==> src/rtl/hazard_controller_pkg.sv <==
// -----------------------------------------------------------------------------
// hazard_controller_pkg
// Shared pipeline definitions for the hazard controller and its mult/div
// sequencer.
//   fwd_sel_e       : ALU operand source select (register file / writeback /
//                     memory)
//   muldiv_state_e  : state encoding of the mult/div sequencer
//   muldiv_load     : down-counter preload for a given operation type
// -----------------------------------------------------------------------------
package hazard_controller_pkg;

  // Width of the execute-stage forward selects
  localparam int FWD_W = 2;

  // Execute-stage operand source. The memory stage holds the younger result,
  // so it is preferred over writeback whenever both match.
  typedef enum logic [FWD_W-1:0] {
    FWD_RF  = 2'b00,
    FWD_WB  = 2'b01,
    FWD_MEM = 2'b10
  } fwd_sel_e;

  // Mult/div sequencer states
  typedef enum logic [1:0] {
    IDLE = 2'd0,
    BUSY = 2'd1,
    DONE = 2'd2
  } muldiv_state_e;

  // The counter is loaded with latency-1 because the BUSY state is also
  // occupied on the cycle the counter reads zero.
  function automatic int muldiv_load(input logic is_div,
                                     input int   mult_cycles,
                                     input int   div_cycles);
    return is_div ? (div_cycles - 1) : (mult_cycles - 1);
  endfunction

endpackage

==> src/rtl/hazard_controller_muldiv.sv <==
// -----------------------------------------------------------------------------
// muldiv_sequencer
// Tracks an outstanding multiply or divide. A start accepted in IDLE moves to
// BUSY with a down-counter preloaded to latency-1; when the counter reaches
// zero the sequencer spends one cycle in DONE, raising hilo_write, then
// returns to IDLE.
// Ports:
//   clk, reset_n      : clock, asynchronous active-low reset
//   start             : decode stage issues a mult/div
//   stall             : decode stage is stalled (start not accepted)
//   is_div            : the issued operation is a divide
//   busy              : registered, high in BUSY and DONE
//   hilo_write        : registered, high only in DONE
// -----------------------------------------------------------------------------
module muldiv_sequencer
  import hazard_controller_pkg::*;
#(
  parameter int MULT_CYCLES = 4,
  parameter int DIV_CYCLES  = 32
) (
  input  logic clk,
  input  logic reset_n,
  input  logic start,
  input  logic stall,
  input  logic is_div,
  output logic busy,
  output logic hilo_write
);

  localparam int MAX_CYCLES = (DIV_CYCLES > MULT_CYCLES) ? DIV_CYCLES : MULT_CYCLES;
  localparam int CNT_W      = (MAX_CYCLES > 2) ? $clog2(MAX_CYCLES) : 1;

  localparam logic [CNT_W-1:0] MULT_LOAD = CNT_W'(muldiv_load(1'b0, MULT_CYCLES, DIV_CYCLES));
  localparam logic [CNT_W-1:0] DIV_LOAD  = CNT_W'(muldiv_load(1'b1, MULT_CYCLES, DIV_CYCLES));

  muldiv_state_e    state;
  logic [CNT_W-1:0] count;

  // Single sequential block holding the state, the down-counter and the
  // registered status outputs. busy and hilo_write are set on the same edge
  // that enters the state they describe, so they never glitch. A start seen
  // outside IDLE is ignored, which is what keeps a start-while-busy from
  // restarting the counter. Reset mid-operation simply returns to IDLE, so the
  // abandoned operation never produces a hilo_write pulse.
  always_ff @(posedge clk or negedge reset_n) begin
    if (!reset_n) begin
      state      <= IDLE;
      count      <= '0;
      busy       <= 1'b0;
      hilo_write <= 1'b0;
    end else begin
      case (state)
        IDLE: begin
          if (start && !stall) begin
            state <= BUSY;
            count <= is_div ? DIV_LOAD : MULT_LOAD;
            busy  <= 1'b1;
          end
        end
        BUSY: begin
          if (count == '0) begin
            state      <= DONE;
            hilo_write <= 1'b1;
          end else begin
            count <= count - 1'b1;
          end
        end
        DONE: begin
          state      <= IDLE;
          busy       <= 1'b0;
          hilo_write <= 1'b0;
        end
        default: begin
          state      <= IDLE;
          count      <= '0;
          busy       <= 1'b0;
          hilo_write <= 1'b0;
        end
      endcase
    end
  end

endmodule

==> src/rtl/hazard_controller.sv <==
// -----------------------------------------------------------------------------
// hazard_controller
// Pipeline hazard unit for a five-stage MIPS-style core with a multi-cycle
// mult/div unit.
// Ports:
//   clk, reset_n                  : clock, asynchronous active-low reset
//   branch_decode, muldiv_*_decode,
//   hilo_read_decode              : decode-stage control
//   rs/rt_decode, rs/rt_execute,
//   write_register_{execute,memory,writeback} : register addresses
//   memory_to_register_*, register_write_*, jump_execute : pipeline flags
//   stall_fetch, stall_decode,
//   flush_decode, flush_execute   : pipeline control (combinational)
//   forward_{a,b}_decode          : branch comparator forward from memory
//   forward_{a,b}_execute         : ALU operand select (fwd_sel_e encoding)
//   muldiv_busy, hilo_write       : mult/div status (registered)
//   stall_count, stall_count_clear: saturating stalled-cycle counter + clear
// -----------------------------------------------------------------------------
module hazard_controller
  import hazard_controller_pkg::*;
#(
  parameter int REG_ADDR_W  = 5,
  parameter int MULT_CYCLES = 4,
  parameter int DIV_CYCLES  = 32,
  parameter int COUNT_W     = 16
) (
  input  logic                  clk,
  input  logic                  reset_n,
  input  logic                  branch_decode,
  input  logic                  muldiv_start_decode,
  input  logic                  muldiv_is_div_decode,
  input  logic                  hilo_read_decode,
  input  logic [REG_ADDR_W-1:0] rs_decode,
  input  logic [REG_ADDR_W-1:0] rt_decode,
  input  logic [REG_ADDR_W-1:0] rs_execute,
  input  logic [REG_ADDR_W-1:0] rt_execute,
  input  logic [REG_ADDR_W-1:0] write_register_execute,
  input  logic [REG_ADDR_W-1:0] write_register_memory,
  input  logic [REG_ADDR_W-1:0] write_register_writeback,
  input  logic                  memory_to_register_execute,
  input  logic                  register_write_execute,
  input  logic                  memory_to_register_memory,
  input  logic                  register_write_memory,
  input  logic                  register_write_writeback,
  input  logic                  jump_execute,
  output logic                  stall_fetch,
  output logic                  stall_decode,
  output logic                  flush_decode,
  output logic                  flush_execute,
  output logic                  forward_a_decode,
  output logic                  forward_b_decode,
  output logic [FWD_W-1:0]      forward_a_execute,
  output logic [FWD_W-1:0]      forward_b_execute,
  output logic                  muldiv_busy,
  output logic                  hilo_write,
  output logic [COUNT_W-1:0]    stall_count,
  input  logic                  stall_count_clear
);

  logic lw_stall;
  logic branch_stall;
  logic hilo_stall;
  logic stall_any;

  // A source hits a producing stage only if it is not $zero, the addresses
  // match and that stage will actually write the register file.
  function automatic logic src_hit(input logic [REG_ADDR_W-1:0] src,
                                   input logic [REG_ADDR_W-1:0] dst,
                                   input logic                  we);
    return (src != '0) && (src == dst) && we;
  endfunction

  // Memory is checked first: it carries the most recent value of the
  // register, so it must win over an older writeback result.
  function automatic logic [FWD_W-1:0] exec_fwd(input logic [REG_ADDR_W-1:0] src);
    if (src_hit(src, write_register_memory, register_write_memory))
      return FWD_MEM;
    else if (src_hit(src, write_register_writeback, register_write_writeback))
      return FWD_WB;
    else
      return FWD_RF;
  endfunction

  // Operand forwarding for the ALU and for the decode-stage branch
  // comparator. The comparator only forwards from memory; a load still in
  // execute or memory is handled by stalling instead.
  always_comb begin
    forward_a_execute = exec_fwd(rs_execute);
    forward_b_execute = exec_fwd(rt_execute);
    forward_a_decode  = src_hit(rs_decode, write_register_memory, register_write_memory);
    forward_b_decode  = src_hit(rt_decode, write_register_memory, register_write_memory);
  end

  // Hazard detection. A load in execute stalls a dependent instruction in
  // decode (its data only exists after memory). A branch stalls while either
  // source is still being computed in execute, or is a load sitting in memory
  // whose value is not yet forwardable. The mult/div unit stalls any HI/LO
  // read or a second start while an operation is in flight.
  always_comb begin
    lw_stall = memory_to_register_execute && (rt_execute != '0) &&
               ((rs_decode == rt_execute) || (rt_decode == rt_execute));

    branch_stall = branch_decode &&
                   (src_hit(rs_decode, write_register_execute, register_write_execute) ||
                    src_hit(rs_decode, write_register_memory,  memory_to_register_memory) ||
                    src_hit(rt_decode, write_register_execute, register_write_execute) ||
                    src_hit(rt_decode, write_register_memory,  memory_to_register_memory));

    hilo_stall = muldiv_busy && (hilo_read_decode || muldiv_start_decode);

    stall_any = lw_stall || branch_stall || hilo_stall;
  end

  // Pipeline control. The instruction held in decode must not be lost, so a
  // stall suppresses the jump flush of decode; execute receives a bubble.
  always_comb begin
    stall_fetch   = stall_any;
    stall_decode  = stall_any;
    flush_execute = stall_any;
    flush_decode  = jump_execute && !stall_any;
  end

  muldiv_sequencer #(
    .MULT_CYCLES (MULT_CYCLES),
    .DIV_CYCLES  (DIV_CYCLES)
  ) u_muldiv_sequencer (
    .clk        (clk),
    .reset_n    (reset_n),
    .start      (muldiv_start_decode),
    .stall      (stall_any),
    .is_div     (muldiv_is_div_decode),
    .busy       (muldiv_busy),
    .hilo_write (hilo_write)
  );

  // Stalled-cycle performance counter. Clear has priority over counting, and
  // the count sticks at all-ones instead of wrapping.
  always_ff @(posedge clk or negedge reset_n) begin
    if (!reset_n) begin
      stall_count <= '0;
    end else if (stall_count_clear) begin
      stall_count <= '0;
    end else if (stall_any && (stall_count != '1)) begin
      stall_count <= stall_count + 1'b1;
    end
  end

endmodule

==> config.mk <==
export PLATFORM = sky130hd
export DESIGN_NAME = hazard_controller
export DESIGN_NICKNAME = d
export VERILOG_FILES = /design/src/rtl/hazard_controller_pkg.sv /design/src/rtl/hazard_controller_muldiv.sv /design/src/rtl/hazard_controller.sv
export SDC_FILE = /design/constraint.sdc
export NUM_CORES = 1
export LEC_CHECK = 0
export CORE_MARGIN = 2
export CORE_UTILIZATION = 25
export DETAILED_ROUTE_END_ITERATION = 10
export GPL_ROUTABILITY_DRIVEN = 0
export GPL_TIMING_DRIVEN = 0
export SLEW_MARGIN = 20
export SYNTH_ARGS = -nofsm -noshare
export SYNTH_HDL_FRONTEND = slang
export SYNTH_HIERARCHICAL = 1
export SYNTH_SLANG_ARGS = --single-unit
==> constraint.sdc <==
create_clock -name clk -period 2.9 [get_ports clk]
set_input_delay 0.725 -clock clk [delete_from_list [all_inputs] [get_ports clk]]
set_output_delay 0.725 -clock clk [all_outputs]
set_load 0.1 [all_outputs]
==> run summary, run 1 <==
syn_nets -> 308
num rows -> 34
n_diodes -> 0
top sig layer -> met4
failing checks -> setup timing
Tot Pwr -> 2.08 mW
clk root buf -> clkbuf_8
Crit. End Element -> primary output
Reg2Reg Setup Slack -> 440 ps
CP arrival -> 2530 ps
unrepaired setup endpoints after global routing -> yes
CP Class -> primary input to primary output
EDFF count, synth -> 0
post-route minimum period -> 3260 ps
initial antenna violation count -> 0
Skew-Pair Late Insertion Delay -> 280 ps
io pins -> 76
Rel. slew slack -> 34.6%
syn avg cell area -> 8.51 µm²
dpl hpwl -> 5.14 mm
number of global-route vias before repair -> 2353
die area -> 9520 µm²
Critical Path RT -> 2170 ps
Max Buffers Root-to-Sink -> 2
grt ovf -> 0
Routed Antenna Nets -> 0
Die Wd -> 97.6 µm
Final TNS setup -> -1360 ps
Post-Route WL -> 7.02 mm
Port-buffer cells -> 68
Hold Buf Count CTS -> 0
detailed-route DRC error count -> 0
CTS buffer count -> 3
GRT Overall Usage -> 14.7%
Reg2Reg Launch Point -> stall_count[0]
Seq/Total Area, Yosys -> 28.6%
fin crit share -> 112%
Synth cell types -> 47
max_cap viols -> 0
Final setup viols -> 6
Post-synth ARST share -> 100%
final hold vios -> 0
clock skew -> 6.94 ps
DRT iter0 DRCs -> 67
core footprint -> 8590 µm²
Starting Density -> 25.5%
routed via count -> 2371
met3 WL -> 384 µm
Startpoint Class -> primary input
largest net degree at the start of global routing -> 26
Synth Instances -> 257
WL met1 -> 3.24 mm
ys flop type -> dfrtp_1
#FFs+latches synth -> 25
Pwr Density -> 589 nW/µm²
met2 wire length -> 3.31 mm
synthesized cell area -> 2190 µm²
routed len/inst -> 15.4 µm
H-tree depth -> 1
status -> finished with violations
max-slew violation count -> 0
post-DR vias/cell -> 5.21
P&R area growth vs syn -> 61.2%
Hold Crit Class -> primary input to asynchronous set/reset pin
commonest non-fill, non-tap cell in the layout -> clkdlybuf4s50_1
RR Endpoint -> stall_count[1]
Final WS setup -> -357 ps
CTS tree -> built
Peak Freq -> 307 MHz
commonest cells after routing, fill and taps aside -> 33 x clkdlybuf4s50_1, 32 x xnor2_1, 25 x dfrtp_1
VDD IR max -> 0.489 mV
share of cells above drive strength 1 -> 28.2%
# nets final -> 399
slew at the pin with the worst max-slew slack -> 978 ps
first-pass GRT wire length -> 11.8 mm
die height -> 97.6 µm
Reg clk slew, reported paths -> 100 ps
synth warn -> 6
DP Worst Slack -> -2020 ps
P_leak -> 1.33 nW
CTS sink count -> 25
drt first pass iters -> 4
reg2reg path depth -> 8
critical path fanouts, max -> 3
## final cells by class
type | instances | area, µm²
buffer | 18 | 184
clock buffer | 3 | 41.3
clock inverter | 1 | 5.00
fill | 862 | 5070
inverter | 10 | 53.8
multi-input combinational | 204 | 1640
sequential | 25 | 626
tap | 108 | 135
timing repair buffer | 86 | 838
## sequential cells by signal (all words and copies together) (netlist names)
name,cells
u_muldiv_sequencer/state,2
u_muldiv_sequencer/count,5
u_muldiv_sequencer/hilo_write,1
u_muldiv_sequencer/busy,1
stall_count,16
## cells by family after synthesis
kind of cell               Yosys count  synth area share, %
adders and majority gates            3                 1.72
and+or+nand+nor                     96                 26.2
DFF                                 25                 28.6
AOI/OAI and AO/OA                   51                 15.1
buffers and inverters               28                 6.40
xor gates and xnor gates            50                 20.0
muxes                                4                 1.94
## how the worst max path moves through the flow
stage                        from                   end  slack (ps)  depth (start not counted)
floorplan           rt_execute[2]  forward_b_execute[0]        -650                          5
global placement     rs_decode[1]          flush_decode       -2000                         10
detailed placement   rs_decode[1]          flush_decode       -2020                         10
CTS                  rt_decode[3]          flush_decode        -390                         10
global route         rs_decode[3]          flush_decode        -430                         10
finish               rt_decode[3]          flush_decode        -360                         10
## worst max-delay path: stages
cell     delay, ps
buf_8          100
or4_4          530
nor2_4         130
o41ai_2         90
a31oi_2        180
o211a_1        220
buf_6          120
buf_12         120
and2_4         150
buf_12         160
## per-stage QoR
step / util, % / std cells / area [µm²] / hold slack, ps
final: 41.0 / 455 / 3530 / 440
after detailed placement: 37.8 / 433 / 3250 / 491
after global routing: 41.0 / 455 / 3530 / 475
after floorplan: - / 257 / 2440 / 429
after CTS: 40.2 / 448 / 3450 / 457
after global placement: 37.9 / 433 / 3250 / 500
## what timing repair did
item                       CTS  global route
pin swaps                   14            12
buffers inserted            11             7
resized for setup          162            23
setup endpoints to repair   33            14
## Yosys cell counts, types with 3 or more instances
| library cell | instances | share of area (%) |
|---|---|---|
| o21ai_0 | 3 | 0.69 |
| dfrtp_1 | 25 | 29 |
| a21oi_1 | 16 | 3.7 |
| o21ai_1 | 5 | 1.1 |
| ha_1 | 3 | 1.7 |
| a211oi_1 | 4 | 1.4 |
| clkbuf_1 | 7 | 1.2 |
| a31oi_1 | 3 | 0.86 |
| nor4b_1 | 3 | 1.2 |
| nor3_1 | 4 | 0.91 |
| xor2_1 | 15 | 6.0 |
| or3_1 | 6 | 1.7 |
| nor2_1 | 12 | 2.1 |
| or4_1 | 12 | 4.1 |
| buf_2 | 4 | 0.91 |
| nor3b_1 | 4 | 1.4 |
| nand2_1 | 11 | 1.9 |
| nand4_1 | 9 | 2.6 |
| o31ai_1 | 8 | 2.7 |
| xnor2_1 | 35 | 14 |
| and2_1 | 3 | 0.86 |
| buf_4 | 4 | 1.4 |
| inv_1 | 9 | 1.5 |
| nor2b_1 | 4 | 1.1 |
| nand3_1 | 12 | 2.7 |
| nor4_1 | 7 | 2.0 |
## where the power goes
group	switching, mW	total [mW]	internal [mW]
clock	0.120	0.216	0.0964
combinational	0.797	1.37	0.578
sequential	0.0684	0.487	0.418
total	0.985	2.08	1.09
## routing by layer
metal | vias to the layer above | global-route usage (%)
li1 | 1132 | -
met1 | 1148 | 20.6
met2 | 84 | 23.8
met3 | 7 | 2.01
met4 | 0 | 4.06
met5 | - | 0
(Power assumes the default switching activity.)
==> inputs of run 2 (changes only) <==
Settings changed: CORE_UTILIZATION 25 to 42, PLACE_DENSITY from default to 0.78.
==> run summary, run 2 (synthesis gave the netlist of run 1 again) <==
Biggest register -> stall_count (unchanged)
CTS tree -> built (unchanged)
worst path cell trace -> buf_8 > or4_4 > nor2_4 > o41ai_2 > a31oi_1 > o211a_1 > buf_6 > and2_4 > buf_12 (was buf_8 > or4_4 > nor2_4 > o41ai_2 > a31oi_2 > o211a_1 > buf_6 > buf_12 > and2_4 > buf_12)
die height -> 76.2 µm (was 97.6 µm)
Die Wd -> 76.2 µm (was 97.6 µm)
crit-path max cell delay -> 540 ps (was 530 ps)
Max Buffers Root-to-Sink -> 2 (unchanged)
launch point of the critical path -> rt_decode[2] (was rt_decode[3])
dpl hpwl -> 4.75 mm (was 5.14 mm)
n_diodes -> 0 (unchanged)
failing checks -> setup timing (unchanged)
largest net degree at the start of global routing -> 26 (unchanged)
routed len/inst -> 15.5 µm (was 15.4 µm)
clock skew -> 7.21 ps (was 6.94 ps)
Rel. slew slack -> 34.8% (was 34.6%)
Stages on worst setup path -> 9 (was 10)
drt first pass iters -> 4 (unchanged)
Starting Density -> 43.1% (was 25.5%)
Crit. End Element -> primary output (unchanged)
Hold Crit Class -> primary input to asynchronous set/reset pin (unchanged)
Reg clk slew, reported paths -> 90 ps (was 100 ps)
fin crit share -> 110% (was 112%)
first-pass GRT wire length -> 10.9 mm (was 11.8 mm)
CP Class -> primary input to primary output (unchanged)
Hold Buf Count CTS -> 0 (unchanged)
# nets final -> 398 (was 399)
Finished Cell Area -> 3440 µm² (was 3530 µm²)
status -> finished with violations (unchanged)
detailed-route DRC error count -> 0 (unchanged)
grt ovf -> 0 (unchanged)
RR Endpoint -> stall_count[1] (unchanged)
max reg flops -> 16 (unchanged)
Post-Route WL -> 6.43 mm (was 7.02 mm)
GRT Overall Usage -> 22.5% (was 14.7%)
clk root buf -> clkbuf_8 (unchanged)
Reg2Reg Launch Point -> stall_count[0] (unchanged)
Critical Path RT -> 2170 ps (about the same)
P_leak -> 1.32 nW (was 1.33 nW)
critical path fanouts, max -> 4 (was 3)
Crit path max-delay family -> simple AND/OR/NAND/NOR gates (unchanged)
Slowest-stage cell, CP -> or4_4 (unchanged)
Final WS setup -> -297 ps (was -357 ps)
Reg2Reg Setup Slack -> 470 ps (was 440 ps)
DRT iter0 DRCs -> 59 (was 67)
VDD IR max -> 0.538 mV (was 0.489 mV)
CP arrival -> 2470 ps (was 2530 ps)
num rows -> 26 (was 34)
reg2reg path depth -> 8 (unchanged)
post-DR vias/cell -> 5.57 (was 5.21)
max-slew violation count -> 0 (unchanged)
CP bufs+invs -> 3 (was 4)
Port-buffer cells -> 68 (unchanged)
P&R area growth vs syn -> 57.0% (was 61.2%)
Startpoint Class -> primary input (unchanged)
H-tree depth -> 1 (unchanged)
Pwr Density -> 592 nW/µm² (was 589 nW/µm²)
unrepaired setup endpoints after global routing -> yes (unchanged)
biggest regs -> stall_count (16), u_muldiv_sequencer/count (5), u_muldiv_sequencer/state (2) (unchanged)
CTS sink count -> 25 (unchanged)
number of global-route vias before repair -> 2256 (was 2353)
initial antenna violation count -> 0 (unchanged)
share of cells above drive strength 1 -> 27.2% (was 28.2%)
final hold vios -> 0 (unchanged)
DP Area -> 3200 µm² (was 3250 µm²)
Peak Freq -> 313 MHz (was 307 MHz)
Util after Layout -> 67.7% (was 41.0%)
CTS buffer count -> 3 (unchanged)
Routed Antenna Nets -> 0 (unchanged)
core footprint -> 5070 µm² (was 8590 µm²)
die area -> 5800 µm² (was 9520 µm²)
commonest non-fill, non-tap cell in the layout -> clkdlybuf4s50_1 (unchanged)
routed via count -> 2318 (was 2371)
Final setup viols -> 7 (was 6)
Skew-Pair Late Insertion Delay -> 260 ps (was 280 ps)
post-route minimum period -> 3200 ps (was 3260 ps)
max_cap viols -> 0 (unchanged)
commonest cells after routing, fill and taps aside -> 34 x clkdlybuf4s50_1, 31 x xnor2_1, 25 x dfrtp_1 (was 33 x clkdlybuf4s50_1, 32 x xnor2_1, 25 x dfrtp_1)
slew at the pin with the worst max-slew slack -> 974 ps (was 978 ps)
io pins -> 76 (unchanged)
[run 2: cell count changes in the layout (fill, tap and decap cells not counted), moves of 2 or more]
cell,change
buf_4,-2
buf_8,+2
clkbuf_8,-2
dlygate4sd2_1,+2
[run 2: cell type report]
cell class	count	area, µm²
Clock buffer	3	41.3
Clock inverter	1	5.00
Multi-Input combinational cell	204	1630
Sequential cell	25	626
Buffer	17	164
Timing Repair Buffer	86	832
Inverter	10	53.8
Fill cell	433	1640
Tap cell	70	87.6
[run 2: report_power, final]
group / internal, mW / leakage [nW] / switching (mW)
Clock: 0.0958 / 0.0255 / 0.105
Sequential: 0.418 / 0.330 / 0.0694
Combinational: 0.556 / 0.959 / 0.788
[run 2: timing repair]
| item | in CTS | in global routing |
|---|---|---|
| gates resized for setup | 155 | 13 |
| setup buffers | 10 | 8 |
| pin swaps | 23 | 14 |
| setup endpoints to repair | 28 | 12 |
[run 2: per-stage QoR]
stage | power [mW] | std cells | setup TNS [ps] | setup WS, ps | hold WS, ps
detailed placement | 1.71 | 395 | -23170 | -1960 | 494
global placement | 1.69 | 395 | -22200 | -1940 | 487
floorplan | 1.42 | 257 | -2130 | -647 | 429
global route | 2.16 | 416 | -1940 | -376 | 475
finish | 2.03 | 416 | -1260 | -297 | 438
CTS | 2.04 | 409 | -1230 | -330 | 456
[run 2: worst register-to-register path: cells and delay by family (launching register included)]
kind | cells | cell delay, ps
AOI/OAI and AO/OA | 1 | 70
buffers and inverters | 2 | 630
adders and majority gates | 1 | 210
and+or+nand+nor | 4 | 980
DFF | 1 | 420
[run 2: routing by layer]
| layer | GRT usage, % | part of all wire, % | vias up |
|---|---|---|---|
| met5 | 0 | 0 | - |
| met4 | 5.09 | 0.78 | 0 |
| li1 | - | - | 1123 |
| met2 | 38.8 | 49 | 79 |
| met3 | 2.96 | 6.4 | 6 |
| met1 | 30.1 | 44 | 1110 |
[run 2: how the worst max path moves through the flow]
stage                      endpoint
2_1_floorplan  forward_b_execute[0]
3_3_place_gp           flush_decode
3_5_place_dp           flush_decode
4_1_cts                flush_decode
5_1_grt                flush_decode
6_report               flush_decode
==> inputs of run 3 (changes only) <==
Clock period 2.9 ns to 2.7 ns, I/O delays scaled along.
==> run summary, run 3 (synthesis gave the netlist of run 1 again) <==
status -> finished with violations (unchanged)
max-slew violation count -> 0 (unchanged)
n_diodes -> 0 (unchanged)
num rows -> 26 (unchanged)
Routed Antenna Nets -> 0 (unchanged)
Max Buffers Root-to-Sink -> 2 (unchanged)
# nets final -> 393 (was 398)
io pins -> 76 (unchanged)
core footprint -> 5070 µm² (unchanged)
DRT iter0 DRCs -> 80 (was 59)
post-DR vias/cell -> 5.65 (was 5.57)
Biggest register -> stall_count (unchanged)
Final setup viols -> 9 (was 7)
Post-Route WL -> 6.70 mm (was 6.43 mm)
failing checks -> setup timing (unchanged)
largest net degree at the start of global routing -> 26 (unchanged)
Crit. End Element -> primary output (unchanged)
Critical Path RT -> 2030 ps (was 2170 ps)
CTS sink count -> 25 (unchanged)
commonest non-fill, non-tap cell in the layout -> clkdlybuf4s50_1 (unchanged)
Starting Density -> 43.1% (unchanged)
Pwr Density -> 646 nW/µm² (was 592 nW/µm²)
max_cap viols -> 0 (unchanged)
clock skew -> 3.30 ps (was 7.21 ps)
P_leak -> 1.33 nW (was 1.32 nW)
number of global-route vias before repair -> 2335 (was 2256)
Startpoint Class -> primary input (unchanged)
drt first pass iters -> 4 (unchanged)
post-route minimum period -> 3160 ps
critical path fanouts, max -> 4 (unchanged)
DP Worst Slack -> -2150 ps (was -1960 ps)
VDD IR max -> 0.956 mV (was 0.538 mV)
commonest cells after routing, fill and taps aside -> 32 x clkdlybuf4s50_1, 28 x xnor2_1, 25 x dfrtp_1 (was 34 x clkdlybuf4s50_1, 31 x xnor2_1, 25 x dfrtp_1)
Final WS setup -> -461 ps (was -297 ps)
hold slack -> 405 ps (was 438 ps)
clk root buf -> clkbuf_8 (unchanged)
slew at the pin with the worst max-slew slack -> 984 ps (was 974 ps)
Port-buffer cells -> 68 (unchanged)
H-tree depth -> 1 (unchanged)
share of cells above drive strength 1 -> 28.4% (was 27.2%)
RR Endpoint -> stall_count[1] (unchanged)
Tot Pwr -> 2.24 mW (was 2.03 mW)
fin crit share -> 117%
first-pass GRT wire length -> 11.3 mm (was 10.9 mm)
CTS buffer count -> 3 (unchanged)
CP arrival -> 2490 ps (was 2470 ps)
GRT Overall Usage -> 23.6% (was 22.5%)
Hold Crit Class -> primary input to asynchronous set/reset pin (unchanged)
grt ovf -> 0 (unchanged)
unrepaired setup endpoints after global routing -> yes (unchanged)
Reg2Reg Setup Slack -> 220 ps (was 470 ps)
initial antenna violation count -> 0 (unchanged)
max reg flops -> 16 (unchanged)
CP Class -> primary input to primary output (unchanged)
Die Wd -> 76.2 µm (unchanged)
final hold vios -> 0 (unchanged)
P&R area growth vs syn -> 58.7% (was 57.0%)
CTS tree -> built (unchanged)
detailed-route DRC error count -> 0 (unchanged)
Util after Layout -> 68.4% (was 67.7%)
routed via count -> 2321 (was 2318)
die height -> 76.2 µm (unchanged)
Rel. slew slack -> 34.2% (was 34.8%)
Reg clk slew, reported paths -> 80 ps (was 90 ps)
Skew-Pair Late Insertion Delay -> 260 ps (about the same)
reg2reg path depth -> 8 (unchanged)
Peak Freq -> 316 MHz
die area -> 5800 µm² (unchanged)
Hold Buf Count CTS -> 0 (unchanged)
Reg2Reg Launch Point -> stall_count[1] (was stall_count[0])
biggest regs -> stall_count (16), u_muldiv_sequencer/count (5), u_muldiv_sequencer/state (2) (unchanged)
routed len/inst -> 16.3 µm (was 15.5 µm)
dpl hpwl -> 4.83 mm (was 4.75 mm)
-- run 3: cell count changes in the layout (fill, tap and decap cells not counted), moves of 3 or more --
cell	before	now
buf_4	19	13
xnor2_1	31	28
clkdlybuf4s15_2	3	0
buf_2	11	16
-- run 3: metal layers --
metal,global-route usage [%],up-vias,wire length [µm]
met5,0,-,0
met4,5.64,0,76
met3,3.79,6,477
met2,40.2,94,3290
met1,31.7,1108,2860
li1,-,1113,-
-- run 3: timing repair --
item                                    in CTS  in global routing
endpoints found under the setup margin      33                 20
gates cloned                                 0                  0
buffers inserted                            12                  1
pin swaps                                   23                  8
resized for setup                          187                 13
-- run 3: per-stage QoR --
step           cell area (µm²)  setup TNS [ps]  cells
4_1_cts                   3460           -1990    411
3_3_place_gp              3280          -29060    395
5_1_grt                   3470           -3360    411
3_5_place_dp              3270          -29720    395
6_report                  3470           -2240    411
2_1_floorplan             2510           -3270    257
-- run 3: worst max-delay path by stage --
stage	slack (ps)	end	start
2_1_floorplan	-750	forward_b_execute[0]	rt_execute[2]
3_3_place_gp	-2130	flush_decode	rt_decode[1]
3_5_place_dp	-2150	flush_decode	rt_decode[1]
4_1_cts	-430	flush_decode	rt_decode[3]
5_1_grt	-550	stall_fetch	write_register_execute[4]
6_report	-460	flush_decode	rt_decode[2]
-- run 3: layout make-up --
type	instances	area, µm²
clock buffer	4	45.0
tap	70	87.6
multi-input combinational	204	1690
fill	441	1600
inverter	10	53.8
sequential	25	626
buffer	18	199
timing repair buffer	80	774
-- run 3: power breakdown --
| group | leakage (nW) | internal [mW] | switching (mW) | total, mW |
|---|---|---|---|---|
| Clock | 0.0228 | 0.105 | 0.112 | 0.218 |
| Sequential | 0.330 | 0.449 | 0.0768 | 0.526 |
| Combinational | 0.981 | 0.634 | 0.866 | 1.50 |
| Total | 1.33 | 1.19 | 1.06 | 2.24 |
-- run 3: worst max-delay path: stages --
cell	delay [ps]
buf_8	110
or4_4	520
nor2_4	140
o41ai_2	90
a31oi_1	150
o211a_1	230
buf_6	130
buf_12	120
and2_4	150
buf_12	160
